**src/rtl/fg_trigger_responder.sv**
```systemverilog
// Frame-grabber emulator for the calibration handshake.
// Emits a train of fg_signal pulses. For each frame it measures the latency
// from fg_signal to the returned trigger and the width of that trigger.
// It also keeps frame, timeout and early-trigger statistics.
`timescale 1ns/1ps
module fg_trigger_responder #(
    parameter int FG_PERIOD    = 1000,
    parameter int FG_PULSE_LEN = 10,
    parameter int TRIG_TIMEOUT = 2000000,
    parameter int CNT_W        = 32
) (
    input  logic             clock,
    input  logic             reset_signal,
    input  logic             start_signal,
    input  logic             stop_signal,
    input  logic [15:0]      frame_count,
    input  logic             trigger_in,
    output logic             fg_signal,
    output logic             busy,
    output logic             done,
    output logic [CNT_W-1:0] latency,
    output logic             latency_valid,
    output logic [CNT_W-1:0] trig_len,
    output logic [15:0]      frames_done,
    output logic [15:0]      timeout_count,
    output logic             early_err
);

    localparam logic [2:0] IDLE        = 3'd0;
    localparam logic [2:0] FG_PULSE    = 3'd1;
    localparam logic [2:0] WAIT_TRIG   = 3'd2;
    localparam logic [2:0] MEASURE_LEN = 3'd3;
    localparam logic [2:0] GAP         = 3'd4;

    localparam logic [CNT_W-1:0] CNT_ONE     = CNT_W'(1);
    localparam logic [CNT_W-1:0] CNT_MAX     = '1;
    localparam logic [CNT_W-1:0] PULSE_LAST  = CNT_W'(FG_PULSE_LEN - 1);
    localparam logic [CNT_W-1:0] PERIOD_LAST = CNT_W'(FG_PERIOD - 1);
    localparam logic [CNT_W-1:0] TIMEOUT     = CNT_W'(TRIG_TIMEOUT);

    logic [2:0]       state;
    logic [15:0]      frames_left;
    logic [CNT_W-1:0] period_cnt;
    logic [CNT_W-1:0] lat_cnt;
    logic [CNT_W-1:0] width_cnt;
    logic [CNT_W-1:0] width_inc;

    logic trig_meta, trig_sync, trig_hist;
    logic start_hist, stop_hist;
    logic trig_rise, trig_fall, start_rise, stop_rise;

    // Two-flop synchroniser on the returned trigger, plus history bits for all edge detectors.
    always_ff @(posedge clock or posedge reset_signal) begin
        if (reset_signal) begin
            trig_meta  <= 1'b0;
            trig_sync  <= 1'b0;
            trig_hist  <= 1'b0;
            start_hist <= 1'b0;
            stop_hist  <= 1'b0;
        end else begin
            trig_meta  <= trigger_in;
            trig_sync  <= trig_meta;
            trig_hist  <= trig_sync;
            start_hist <= start_signal;
            stop_hist  <= stop_signal;
        end
    end

    assign trig_rise  =  trig_sync & ~trig_hist;
    assign trig_fall  = ~trig_sync &  trig_hist;
    assign start_rise =  start_signal & ~start_hist;
    assign stop_rise  =  stop_signal  & ~stop_hist;

    // The cycle in which the rise is seen counts as the first high cycle of the trigger.
    assign width_inc = width_cnt + CNT_ONE;

    // Frame-train sequencer, measurement counters and statistics.
    always_ff @(posedge clock or posedge reset_signal) begin
        if (reset_signal) begin
            state         <= IDLE;
            fg_signal     <= 1'b0;
            busy          <= 1'b0;
            done          <= 1'b0;
            latency       <= '0;
            latency_valid <= 1'b0;
            trig_len      <= '0;
            frames_done   <= '0;
            timeout_count <= '0;
            early_err     <= 1'b0;
            frames_left   <= '0;
            period_cnt    <= '0;
            lat_cnt       <= '0;
            width_cnt     <= '0;
        end else begin
            // NOTE: non-blocking throughout; a later assignment in this block overrides these defaults, which makes the pulses one cycle long.
            done          <= 1'b0;
            latency_valid <= 1'b0;
            if (period_cnt != CNT_MAX) period_cnt <= period_cnt + CNT_ONE;
            if (lat_cnt < TIMEOUT)     lat_cnt    <= lat_cnt + CNT_ONE;

            if (stop_rise && state != IDLE) begin
                // Abort: statistics stay as they are.
                state     <= IDLE;
                fg_signal <= 1'b0;
                busy      <= 1'b0;
                done      <= 1'b1;
            end else begin
                case (state)
                    IDLE: begin
                        if (start_rise && !stop_rise) begin
                            if (frame_count != 16'd0) begin
                                frames_left   <= frame_count;
                                frames_done   <= '0;
                                timeout_count <= '0;
                                early_err     <= 1'b0;
                                period_cnt    <= '0;
                                lat_cnt       <= '0;
                                fg_signal     <= 1'b1;
                                busy          <= 1'b1;
                                state         <= FG_PULSE;
                            end else begin
                                done <= 1'b1;
                            end
                        end
                    end
                    FG_PULSE: begin
                        if (trig_rise) early_err <= 1'b1;
                        if (period_cnt >= PULSE_LAST) begin
                            fg_signal <= 1'b0;
                            state     <= WAIT_TRIG;
                        end
                    end
                    WAIT_TRIG: begin
                        if (trig_rise) begin
                            latency       <= lat_cnt;
                            latency_valid <= 1'b1;
                            width_cnt     <= '0;
                            state         <= MEASURE_LEN;
                        end else if (lat_cnt >= TIMEOUT) begin
                            if (timeout_count != 16'hFFFF) timeout_count <= timeout_count + 16'd1;
                            state <= GAP;
                        end
                    end
                    MEASURE_LEN: begin
                        if (trig_fall || width_inc >= TIMEOUT) begin
                            trig_len <= width_inc;
                            state    <= GAP;
                        end else begin
                            width_cnt <= width_inc;
                        end
                    end
                    GAP: begin
                        // An overrunning measurement leaves period_cnt past the end, so GAP exits at once.
                        if (period_cnt >= PERIOD_LAST) begin
                            if (frames_done != 16'hFFFF) frames_done <= frames_done + 16'd1;
                            frames_left <= frames_left - 16'd1;
                            if (frames_left == 16'd1) begin
                                busy  <= 1'b0;
                                done  <= 1'b1;
                                state <= IDLE;
                            end else begin
                                period_cnt <= '0;
                                lat_cnt    <= '0;
                                fg_signal  <= 1'b1;
                                state      <= FG_PULSE;
                            end
                        end
                    end
                    default: begin
                        fg_signal <= 1'b0;
                        busy      <= 1'b0;
                        state     <= IDLE;
                    end
                endcase
            end
        end
    end

endmodule

```
**config.mk**
```make
export PLATFORM = sky130hd
export DESIGN_NAME = fg_trigger_responder
export DESIGN_NICKNAME = d
export VERILOG_FILES = /design/src/rtl/fg_trigger_responder.sv
export SDC_FILE = /design/constraint.sdc
export NUM_CORES = 1
export LEC_CHECK = 0
export ABC_CLOCK_PERIOD_IN_PS = 7650
export BUFFER_PORTS_ARGS = -buffer_cell sky130_fd_sc_hd__buf_2
export CORE_MARGIN = 5
export CORE_UTILIZATION = 59
export DETAILED_ROUTE_END_ITERATION = 8
export HOLD_SLACK_MARGIN = 0.03
export PLACE_DENSITY = 0.89
export RECOVER_POWER = 100
export SYNTH_ARGS = -nofsm -noshare
export SYNTH_HDL_FRONTEND = slang
export SYNTH_SLANG_ARGS = --single-unit
```
**constraint.sdc**
```tcl
create_clock -name clock -period 7.65 [get_ports clock]
set_input_delay 0.765 -clock clock [delete_from_list [all_inputs] [get_ports clock]]
set_output_delay 0.765 -clock clock [all_outputs]
set_load 0.01 [all_outputs]
```
Yosys cells after proc, flatten, opt, wreduce, memory -nomap -nowiden
Cells that the tools add are included.
- bitwise logic cells: 9
- $mul: 0
- add/sub/neg operators: 6
- multiplexer cells: 64
- reductions and logical operators: 23
- eq/ne operators: 28
- magnitude comparators: 5
- div/mod/pow operators: 0
- shifts and indexed selects: 0
- operators by type and width (cell ; count):
    $mux 32 ; 14
    $pmux 32 s2 ; 3
    $mux 16 ; 10
    $add 32x1->32 const B ; 3
    $pmux 16 s2 ; 3
    $ge 32x21->1 const B ; 2
    $add 16x1->16 const B ; 2
    $ge 32x10->1 const B ; 1
    $ge 32x4->1 const B ; 1
    $lt 32x21->1 const B ; 1
    $ne 16x16->1 const B ; 2
    $ne 32x32->1 const B ; 1
    $mux 3 ; 8
    $mux 1 ; 21
    $ne 3x3->1 const B ; 7
    $ne 2x2->1 const B ; 10
    $reduce_and 6->1 ; 3
    $eq 16x1->1 const B ; 1
    $reduce_bool 16->1 ; 1
    $sub 16x1->16 const B ; 1
    $pmux 3 s5 ; 1
    $reduce_and 5->1 ; 3
    $reduce_bool 2->1 ; 4
    $reduce_and 7->1 ; 1
    19 further kinds ; 31
- word-level logic and storage cells: 154
- latch bits: 0
- output and inout port bits: 101
- input bits: 21
- memory bits (writable): 0
- register bits after elaboration: 221
- memory bits (read-only): 0
- memories kept: 0

Longest topological paths before layout
- depth in word-level cells: 7
- depth in mapped cells: 11

Worst setup path after synthesis
OpenSTA, ideal clock, no wires.
- path kind: reg2reg
- from: reg width_cnt[0]
- to: reg trig_len[11]
- slack: 4564 ps
- period minus slack after synthesis: 3086 ps
- data arrival time: 2961 ps
- buffers on the path: 2
- library setup time: 125 ps
- stages on the path, launching flop included: 12
- cell sequence: dfrtp_1 -> ha_1 -> and4_1 -> buf_2 -> nand4_2 -> nor3_1 -> mux2_2 -> o211ai_2 -> a211oi_4 -> nor2_4 -> buf_6 -> mux2_4
- word-level cells in the longest chain between the ends: 4
- ends and longest elaborated chain (what ; line ; source):
    from (decl) ; 45 ; logic [CNT_W-1:0] width_cnt;
    from (signal assigned) ; 149 ; width_cnt <= width_inc;
    $add 32x1->32 * ; 75 ; assign width_inc = width_cnt + CNT_ONE;
    $ge 32x21->1 ; 145 ; if (trig_fall || width_inc >= TIMEOUT) begin
    $logic_or 1x1->1 ; 145 ;
    $reduce_and 3->1 (no source line) ; - ;
    to (signal assigned) ; 146 ; trig_len <= width_inc;
    to (decl) ; 23 ; output logic [CNT_W-1:0] trig_len,
Mark *: on every way between the ends. The rest lies on a longest branch, timed or not.
A chain may end at the register's enable or synchronous reset.

Worst setup path after layout
- from: reg width_cnt[0]
- to: reg width_cnt[5]
- word-level cells in the longest chain between the ends: 5
- elaborated cells between the ends (all ways): 7
- those cells by class: add/sub: 1; order compare: 1; eq/ne: 1; mux: 2; reduce/logical: 2
- ends and longest elaborated chain (what ; line):
    $add 32x1->32 * ; 75
    $ge 32x21->1 ; 145
    $logic_or 1x1->1 ; 145
    $ne 2x2->1 (no source line) ; -
    $reduce_and 4->1 (no source line) ; -
Mark *: on every way between the ends. The rest lies on a longest branch, timed or not. The select of a mux whose other input is x is not followed.

==> flow_summary.json <==
{
  "run_status": "finished with violations",
  "violated_checks": "capacitance limit, slew limit",
  "worst_ep_arrival_time_ps": 5900,
  "drt-pass1-iter-count": 5,
  "syn-instance-count": 1184,
  "crit_type": "flip-flop to flip-flop",
  "grt_setup_unrepaired": "false",
  "insertion_delay_ps": 530,
  "pwr-share-clk": 0.340,
  "syn-mean-instance-area_sq_um": 9.49,
  "max-clock-path-buffers": 3,
  "grt-ovfl-total": 0,
  "input_output_buffers": 121,
  "cellPowerDensity_nw_per_um2": 277,
  "number_of_synthesized_flops_with_an_enable_pin": 0,
  "internal-power_mw": 2.29,
  "post_cts_resize_count": 0,
  "cp-start-kind": "flip-flop",
  "clock_sink_count": 221,
  "first_global_vias": 8946,
  "p_leak_nw": 5.64,
  "nets": 1307,
  "wl_per_cell_um": 17.6,
  "postSynth.asyncResetShare": 1.00,
  "grt_antenna_before_repair": 0,
  "synthTopCellsByArea": "sky130_fd_sc_hd__dfrtp_1 49%, sky130_fd_sc_hd__nand2_1 5.7%, sky130_fd_sc_hd__nor2_1 4.2%",
  "detail_route.iter0.violations": 988,
  "critical_path_fanouts_max": 25,
  "finalPower_mw": 3.45,
  "post-route-util": 0.665,
  "netSwitchingPower_mw": 1.16,
  "cell_row_count": 50,
  "finalCritPeriodShare": 0.725,
  "vias": 9280,
  "p_sw_frac": 0.337,
  "finalInstanceArea_sq_um": 12400,
  "drt-vias-per-instance": 6.08,
  "drc_markers": 0,
  "worst_ep_required_time_ps": 8000,
  "dieHeight_um": 148,
  "floorplan.die_area_sq_um": 21900,
  "antenna_violating_nets_post_route": 0,
  "setup-violations-final": 0,
  "num_antenna_cells": 0,
  "hold_viol": 0,
  "ys_seq_area_frac": 0.492,
  "synth_cell_type_count": 71,
  "syn_to_final_growth_pct": 10.8,
  "finClkSkew_ps": 24.5,
  "report.final.slew_viol_count": 222,
  "cap_violations": 5,
  "achievable-frequency_ghz": 0.180,
  "seqPwrFrac": 0.430,
  "final_layout_size_suffix_gt1_frac": 0.0665,
  "detail_placement_hpwl_um": 18100,
  "grt.total_usage": 0.243,
  "post_cts.repair.setup_buffers": 0,
  "slew_headroom": -1.35,
  "grt_first_pass_wirelength_um": 44500,
  "synth_top_area_share": 0.492,
  "synth_flop_cell": "sky130_fd_sc_hd__dfrtp_1",
  "synth_area_sq_um": 11200,
  "path_clk_slew_ps": 60,
  "maximum_number_of_pins_on_one_net_before_global_route_repair": 154,
  "placed_cells": 1484,
  "core_area_sq_um": 18700,
  "worst_hold_path_type": "flip-flop to flip-flop",
  "total_clock_buffers_created_by_cts": 24,
  "yosys.area.top_type": "sky130_fd_sc_hd__dfrtp_1",
  "yosysWarnings": 0,
  "syn_nets": 1215,
  "postPlaceCellArea_sq_um": 11900,
  "initial_utilization": 0.600,
  "finalWorstPathRequiredPeriod_ps": 5550,
  "dieWidth_um": 148,
  "worst_slew_pin_slew_ps": 3530,
  "end_kind": "flip-flop",
  "fill_cells": 1460,
  "final-instance-count-excl-fill": 1527,
  "drt_wl_total_um": 26800,
  "maximum_vdd_drop_mv": 0.171,
  "htree_num_levels": 1,
  "synth-seq-cells": 221,
  "setup-tns-final_ps": 0,
  "finalWeightedCongestion": 0.944,
  "clock_root_buffer_master": "sky130_fd_sc_hd__clkbuf_16",
  "i_o_pins": 122,
  "ctsHoldBuffers": 0,
  "power_frac_comb": 0.230,
  "tritoncts": "built"
}
## cell usage in the layout, fill, tap and decap left out, types with 15 or more instances in the layout
cell type	Yosys	layout
sky130_fd_sc_hd__xor2_1	44	44
sky130_fd_sc_hd__nor3_1	29	29
sky130_fd_sc_hd__a31oi_1	15	15
sky130_fd_sc_hd__inv_1	27	26
sky130_fd_sc_hd__and3_1	19	19
sky130_fd_sc_hd__nand3_1	48	48
sky130_fd_sc_hd__nor2b_1	22	22
sky130_fd_sc_hd__and4_1	19	19
sky130_fd_sc_hd__dfrtp_1	221	221
sky130_fd_sc_hd__o21ai_0	59	60
sky130_fd_sc_hd__clkbuf_16	0	24
sky130_fd_sc_hd__buf_2	11	17
sky130_fd_sc_hd__nor2_1	126	127
sky130_fd_sc_hd__xnor2_1	50	50
sky130_fd_sc_hd__a21oi_1	39	39
sky130_fd_sc_hd__mux2_1	0	16
sky130_fd_sc_hd__nand2_1	171	171
sky130_fd_sc_hd__clkbuf_1	35	112
sky130_fd_sc_hd__nand4_1	25	26
sky130_fd_sc_hd__nor4_1	28	28
## metal layers
metal  part of all wire  up-vias  global-route usage  wire [um]
li1                   -     4318                   -          -
met1               0.42     4526               0.327      11100
met2               0.49      375               0.406      13200
met3              0.064       61              0.0359       1710
met4              0.027        0              0.0808        729
met5                  0        -                   0          0
## per-stage QoR
stage | worst slack, ps | hold WS [ps]
finish | 2100 | 354
global route | 1810 | 356
CTS | 3670 | 356
detailed placement | 3710 | 343
global placement | 3850 | 338
floorplan | 836 | 331
## worst max-delay path: stages, from the launching register on
cell and delay, ps:
sky130_fd_sc_hd__dfrtp_1 460, sky130_fd_sc_hd__ha_1 290, sky130_fd_sc_hd__and4_1 470, sky130_fd_sc_hd__nand4_1 300
sky130_fd_sc_hd__nor3_1 420, sky130_fd_sc_hd__nor4b_1 360, sky130_fd_sc_hd__o211ai_2 150, sky130_fd_sc_hd__a2111oi_0 990
sky130_fd_sc_hd__clkbuf_1 930, sky130_fd_sc_hd__or2_0 790, sky130_fd_sc_hd__a31oi_1 210
## sequential cells by signal, summed over array words and instances (netlist names)
register	count
frames_done	16
lat_cnt	32
period_cnt	32
trig_hist	1
trig_len	32
fg_signal	1
state	3
start_hist	1
stop_hist	1
frames_left	16
trig_meta	1
width_cnt	32
latency	32
busy	1
done	1
timeout_count	16
latency_valid	1
trig_sync	1
early_err	1
## worst paths after layout
kind	start	end	slack, ps	cells after the start
max	width_cnt[0]$_DFFE_PP0P_	width_cnt[5]$_DFFE_PP0P_	2100	10
min	trig_meta$_DFF_PP0_	trig_sync$_DFF_PP0_	350	0
max in group asynchronous	reset_signal	lat_cnt[0]$_DFF_PP0_	3310	3
min in group asynchronous	reset_signal	trig_len[9]$_DFFE_PP0P_	460	2
min reg2reg	trig_meta$_DFF_PP0_	trig_sync$_DFF_PP0_	350	0
max reg2reg	width_cnt[0]$_DFFE_PP0P_	width_cnt[5]$_DFFE_PP0P_	2100	10
## cells by family (layout without fill, tap and decap cells)
kind of cell               count (synthesis)  after routing  synth area share
AOI/OAI and AO/OA                        180            180             0.102
xor gates and xnor gates                  94             94            0.0733
adders and majority gates                 10             10            0.0111
buffers and inverters                     87            196            0.0351
DFF                                      221            221             0.492
muxes                                     32             32            0.0364
and+or+nand+nor                          560            560             0.249
## layout make-up
| cell class | instances | area, sq um | share of cell area |
|---|---|---|---|
| inverters | 27 | 109 | 0.00875 |
| clock inverters | 8 | 104 | 0.00834 |
| flip-flops and latches | 221 | 5530 | 0.444 |
| clock buffers | 35 | 712 | 0.0572 |
| repair buffers | 126 | 498 | 0.0400 |
| multi-input cells | 876 | 5200 | 0.418 |
| well taps | 234 | 293 | 0.0235 |
## cells in the mapped netlist, types with 3 or more instances
master / instances
sky130_fd_sc_hd__dfrtp_1: 221
sky130_fd_sc_hd__nand2_1: 171
sky130_fd_sc_hd__nor2_1: 126
sky130_fd_sc_hd__o21ai_0: 59
sky130_fd_sc_hd__xnor2_1: 50
sky130_fd_sc_hd__nand3_1: 48
sky130_fd_sc_hd__xor2_1: 44
sky130_fd_sc_hd__a21oi_1: 39
sky130_fd_sc_hd__clkbuf_1: 35
sky130_fd_sc_hd__nor3_1: 29
sky130_fd_sc_hd__nor4_1: 28
sky130_fd_sc_hd__inv_1: 27
sky130_fd_sc_hd__nand4_1: 25
sky130_fd_sc_hd__nor2b_1: 22
sky130_fd_sc_hd__and2_1: 19
sky130_fd_sc_hd__and3_1: 19
sky130_fd_sc_hd__and4_1: 19
sky130_fd_sc_hd__mux2_4: 16
sky130_fd_sc_hd__a31oi_1: 15
sky130_fd_sc_hd__or3_1: 12
sky130_fd_sc_hd__buf_2: 11
sky130_fd_sc_hd__or2_2: 11
sky130_fd_sc_hd__ha_1: 10
sky130_fd_sc_hd__o31ai_1: 10
sky130_fd_sc_hd__mux2i_1: 9
sky130_fd_sc_hd__a21boi_0: 8
sky130_fd_sc_hd__a21o_1: 8
sky130_fd_sc_hd__mux2_2: 7
sky130_fd_sc_hd__buf_6: 6
sky130_fd_sc_hd__nand2b_1: 6
sky130_fd_sc_hd__buf_1: 5
sky130_fd_sc_hd__nor4b_1: 5
sky130_fd_sc_hd__a22oi_1: 4
sky130_fd_sc_hd__or4_1: 4
sky130_fd_sc_hd__a41oi_1: 3
sky130_fd_sc_hd__o211ai_1: 3
sky130_fd_sc_hd__o21a_1: 3
sky130_fd_sc_hd__o22ai_1: 3
sky130_fd_sc_hd__o31a_1: 3
## power groups by stage
stage / logic (mW) / registers, mW / clock network [mW]
detailed placement: 0.813 / 1.49 / 0
global route: 0.889 / 1.50 / 1.25
global placement: 0.784 / 1.48 / 0
CTS: 0.827 / 1.47 / 1.19
finish: 0.795 / 1.48 / 1.17
floorplan: 0.576 / 1.48 / 0
Power figures use the tool's default switching activity.
